--- src/rtl/branch_fetch_control.sv ---
// Fetch PC sequencer: redirects on predicted-taken branches, tracks one outstanding
// predicted branch, recovers on mispredict and strobes predictor training updates.
module branch_fetch_control #(
  parameter int                ADDR_W      = 32,
  parameter logic [ADDR_W-1:0] RESET_PC    = '0,
  parameter int                INSTR_BYTES = 4,
  parameter int                CNT_W       = 16
) (
  input  logic              iClk,
  input  logic              iRst_n,
  input  logic              iStall,
  input  logic              iBranchDecoded,
  input  logic [ADDR_W-1:0] iBranchPC,
  input  logic [ADDR_W-1:0] iBranchTarget,
  input  logic              iPredictTake,
  input  logic              iResolveValid,
  input  logic              iResolveTaken,
  output logic [ADDR_W-1:0] oPC,
  output logic              oFlush,
  output logic              oBranchCmd,
  output logic              oBranchTaken,
  output logic              oBranchHold,
  output logic [CNT_W-1:0]  oMispredictCount
);

  typedef enum logic {IDLE, PENDING} state_t;

  localparam logic [ADDR_W-1:0] STEP    = ADDR_W'(INSTR_BYTES);
  localparam logic [CNT_W-1:0]  CNT_MAX = {CNT_W{1'b1}};

  state_t             state_q, state_d;
  logic [ADDR_W-1:0]  pc_q, pc_d;
  logic               pred_q, pred_d;
  logic [ADDR_W-1:0]  tgt_q, tgt_d;
  logic [ADDR_W-1:0]  fall_q, fall_d;
  logic               flush_q, flush_d;
  logic               cmd_q, cmd_d;
  logic               taken_q, taken_d;
  logic [CNT_W-1:0]   cnt_q, cnt_d;

  logic resolve, mispredict, accept;

  always_comb begin
    resolve    = iResolveValid && (state_q == PENDING);
    mispredict = resolve && (iResolveTaken != pred_q);
    // a branch decoded alongside a mispredict is wrong-path: neither held nor accepted
    accept     = iBranchDecoded && !iStall && !mispredict &&
                 ((state_q == IDLE) || resolve);

    state_d = state_q;
    pc_d    = pc_q + STEP;
    pred_d  = pred_q;
    tgt_d   = tgt_q;
    fall_d  = fall_q;
    flush_d = mispredict;
    cmd_d   = resolve;
    taken_d = resolve && iResolveTaken;
    cnt_d   = cnt_q;

    if (mispredict) begin
      pc_d = iResolveTaken ? tgt_q : fall_q;
    end else if (iStall) begin
      pc_d = pc_q;
    end else if (accept && iPredictTake) begin
      pc_d = iBranchTarget;
    end

    if (mispredict) begin
      state_d = IDLE;
      if (cnt_q != CNT_MAX) cnt_d = cnt_q + CNT_W'(1);
    end else if (accept) begin
      state_d = PENDING;
      pred_d  = iPredictTake;
      tgt_d   = iBranchTarget;
      fall_d  = iBranchPC + STEP;
    end else if (resolve) begin
      state_d = IDLE;
    end
  end

  always_ff @(posedge iClk or negedge iRst_n) begin
    if (!iRst_n) begin
      state_q <= IDLE;
      pc_q    <= RESET_PC;
      pred_q  <= 1'b0;
      tgt_q   <= '0;
      fall_q  <= '0;
      flush_q <= 1'b0;
      cmd_q   <= 1'b0;
      taken_q <= 1'b0;
      cnt_q   <= '0;
    end else begin
      state_q <= state_d;
      pc_q    <= pc_d;
      pred_q  <= pred_d;
      tgt_q   <= tgt_d;
      fall_q  <= fall_d;
      flush_q <= flush_d;
      cmd_q   <= cmd_d;
      taken_q <= taken_d;
      cnt_q   <= cnt_d;
    end
  end

  assign oBranchHold      = iBranchDecoded && (state_q == PENDING) && !iResolveValid;
  assign oPC              = pc_q;
  assign oFlush           = flush_q;
  assign oBranchCmd       = cmd_q;
  assign oBranchTaken     = taken_q;
  assign oMispredictCount = cnt_q;

endmodule

--- config.mk ---
export PLATFORM = sky130hd
export DESIGN_NAME = branch_fetch_control
export DESIGN_NICKNAME = d
export VERILOG_FILES = /design/src/rtl/branch_fetch_control.sv
export SDC_FILE = /design/constraint.sdc
export NUM_CORES = 1
export LEC_CHECK = 0
export ABC_AREA = 1
export CAP_MARGIN = 15
export CORE_MARGIN = 2
export CORE_UTILIZATION = 50
export CTS_CLUSTER_DIAMETER = 60
export CTS_CLUSTER_SIZE = 28
export DETAILED_ROUTE_END_ITERATION = 16
export GPL_TIMING_DRIVEN = 0
export PLACE_DENSITY = 0.74
export SLEW_MARGIN = 20
export SYNTH_ARGS = -nofsm -noshare
export SYNTH_HDL_FRONTEND = slang
export SYNTH_SLANG_ARGS = --single-unit
export TNS_END_PERCENT = 1
--- constraint.sdc ---
create_clock -name iClk -period 1.99 [get_ports iClk]
set_input_delay 0.4975 -clock iClk [delete_from_list [all_inputs] [get_ports iClk]]
set_output_delay 0.4975 -clock iClk [all_outputs]
set_load 0.02 [all_outputs]
==> results.yml <==
cts:
  root_buffer: "clkbuf_16"
  cts.sinks: 117
  numCtsBuffers: 17
  cts_htree_levels: 4
  path_clk_slew_ns: 0.06
  clk_latency_ns: 0.43
  clockBufferDepth: 2
  cts_tree: "yes"
global_routing:
  grt_max_degree: 81
  antenna_found_initial: 0
  grt_usage: 0.315
  grt_pass1_vias: 6759
  grt_pass1_wl_um: 35900
  overflow: 0
cells_and_area:
  antenna_cells: 0
  layout-drive-gt1-share: 0.0782
  final_area_sq_mm: 0.00936
  area_delta_synth_final_pct: 30.6
  multiInputGateArea_sq_mm: 0.00365
  utilization: 0.672
  fill_cells: 1271
  layout.nets: 1289
  ff_latch_area_sq_mm: 0.00293
synthesis:
  synth.avg_cell_area_sq_um: 6.71
  synth-seq-cells: 117
  synth_most_common_cell: "nand2_1"
  synth_edf_count: 0
  synth_ff_type: "dfrtp_1"
  synthArstFlopShare: 1.00
  yosys.area.top_type: "dfrtp_1"
  syn_nets: 1142
  synth_common_cells: "nand2_1 (401), nor2_1 (133), dfrtp_1 (117)"
  yosysTopAreaCellShare: 0.409
  syn_inst: 1068
  ys_types: 28
  ys_seq_area_frac: 0.409
  yosys-top-cells-area: "dfrtp_1 (41%), nand2_1 (21%), nor2_1 (7.0%)"
  ys_warn_count: 0
  syn-cell-area_sq_mm: 0.00717
detailed_routing:
  ant_nets: 0
  vias: 7501
  drc: 0
  dr.pass1.iters: 8
  detail_route.iter0.violations: 738
  post_drt_wl_per_cell_um: 16.4
  routed_wl_um: 23200
  via_per_inst: 5.33
critical_path:
  reg2reg_depth: 8
  worstPathMaxFanout: 4
  cp_top_family: "buffers and inverters"
  crit_buf_inv: 1
  crit_type: "register to primary output"
  start_kind: "register"
  path_depth: 1
  cpPeakStageDelay_ns: 0.62
  worst_path_max_delay_cell: "clkdlybuf4s50_1"
  required_ns: 1.49
  endpoint_kind: "primary output"
  arrival_ns: 1.44
  crit_chain: "clkdlybuf4s50_1"
floorplan:
  core_area_sq_mm: 0.0139
  die_width_um: 124
  die_area_sq_mm: 0.0153
  io-pin-count: 123
  fp-row-count: 43
  start_util: 0.514
  die_h_um: 124
timing:
  holdWs_ns: 0.405
  fin_crit_sh: 0.974
  min_period_ns: 1.94
  max_freq_ghz: 0.516
  layout_setup_ws_ns: 0.0515
  worst_pin_slew_ns: 0.626
  grt_setup_unrepaired: "yes"
  slew_headroom: 0.583
  drv_slew: 0
  setup_viol: 0
  fin_skew_ns: 0.00682
  hold_viol: 0
power:
  vdd_drop_max_mv: 0.734
  power_frac_clock: 0.335
  p_leak_nw: 4.70
  p_switching_mw: 3.36
  power_mw: 9.34
  cellInternalPower_mw: 5.98
  pwr-share-comb: 0.290
  seq_power_share: 0.375
  cellPowerDensity_mw_per_mm2: 998
  swShare: 0.360
worst_hold_path:
  hold_depth: 2
  hp-class: "input pin to register"
run:
  cap_violations: 0
placement:
  place_area_sq_mm: 0.00864
  finalWeightedCongestion: 0.918
  place_ws_ns: -0.657
  dp_hpwl_um: 17800
  port_buffers: 122
status:
  outcome: "completed"
## cell families (layout without fill, tap and decap cells)
logic type               count (synthesis)  after routing  synth area share
AO/OA/AOI/OAI                          105            105            0.0882
XOR/XNOR                                28             28            0.0342
adder cells (fa/ha/maj)                  3              3           0.00524
buffers and inverters                  157            317            0.0889
flip-flops                             117            117             0.409
AND/OR/NAND/NOR                        658            658             0.375
## placed cells by master (no fill, tap or decap), drive strengths merged
| cell type | instances |
|---|---|
| nand2 | 401 |
| nor2 | 136 |
| inv | 125 |
| dfrtp | 117 |
| nand3 | 85 |
| clkdlybuf4s50 | 79 |
| o21ai | 52 |
| buf | 33 |
| dlygate4sd2 | 27 |
| clkbuf | 26 |
| xor2 | 20 |
| a21oi | 18 |
| o32ai | 17 |
| dlymetal6s2s | 14 |
| nor3 | 14 |
| o211ai | 13 |
| xnor2 | 8 |
| nand4 | 8 |
| or2 | 6 |
| nand3b | 6 |
| clkinv | 5 |
| clkinvlp | 4 |
| o31ai | 3 |
| bufinv | 3 |
| ha | 3 |
| and2 | 2 |
| o22ai | 2 |
| dlygate4sd3 | 1 |
## per-stage QoR
step | std cells | setup TNS, ns
6_report | 1408 | 0
5_1_grt | 1408 | -0.0804
4_1_cts | 1404 | -0.0266
3_5_place_dp | 1371 | -39.25
3_3_place_gp | 1370 | -519.82
2_1_floorplan | 1068 | 0
## cell type report
cell class / instances / area share
Buffer: 35 / 0.0206
Clock buffer: 17 / 0.0455
Clock inverter: 15 / 0.0191
Inverter: 122 / 0.0489
Multi-Input combinational cell: 794 / 0.390
Sequential cell: 117 / 0.313
Tap cell: 180 / 0.0241
Timing Repair Buffer: 128 / 0.139
## sequential cells by signal (all words and copies together), names as in the netlist
name and flops:
fall_q 32, oPC 32, tgt_q 32, oMispredictCount 16
oBranchCmd 1, oBranchTaken 1, oFlush 1, pred_q 1
state_q 1
## worst paths after layout
check                      slack (ns)                               end                             start
min                              0.41             fall_q[2]$_DFFE_PN0P_                      iBranchPC[2]
max reg2reg                      0.13  oMispredictCount[12]$_DFFE_PN0P_   oMispredictCount[0]$_DFFE_PN0P_
max                              0.05              oMispredictCount[14]  oMispredictCount[14]$_DFFE_PN0P_
min reg2reg                      0.48            fall_q[18]$_DFFE_PN0P_            fall_q[18]$_DFFE_PN0P_
max in group asynchronous        0.73            fall_q[20]$_DFFE_PN0P_                            iRst_n
min in group asynchronous        0.53   oMispredictCount[1]$_DFFE_PN0P_                            iRst_n
## metal layers
metal / vias up / wire, um / track usage / share of wire
li1: 3682 / - / - / -
met4: 0 / 596 / 0.129 / 0.026
met1: 3410 / 9780 / 0.427 / 0.42
met2: 372 / 10700 / 0.496 / 0.46
met5: - / 0 / 0 / 0
met3: 37 / 2070 / 0.0627 / 0.089
## repair_timing
| item | CTS | global route |
|---|---|---|
| endpoints found under the hold margin | 37 | 0 |
| endpoints found under the setup margin | 55 | 49 |
| pin swaps | 0 | 1 |
| buffers inserted | 0 | 4 |
| hold buffers | 1 | 0 |
| gates resized for setup | 39 | 26 |
## power by group through the flow
| stage | logic, mW | clock network (mW) | registers [mW] |
|---|---|---|---|
| after detailed placement | 2.77 | 0 | 3.52 |
| after global placement | 2.72 | 0 | 3.51 |
| after global routing | 2.99 | 3.28 | 3.57 |
| after floorplan | 1.26 | 0 | 3.72 |
| final | 2.71 | 3.13 | 3.50 |
| after CTS | 2.68 | 3.15 | 3.48 |
Note: power is estimated with default switching activity, not from simulation.
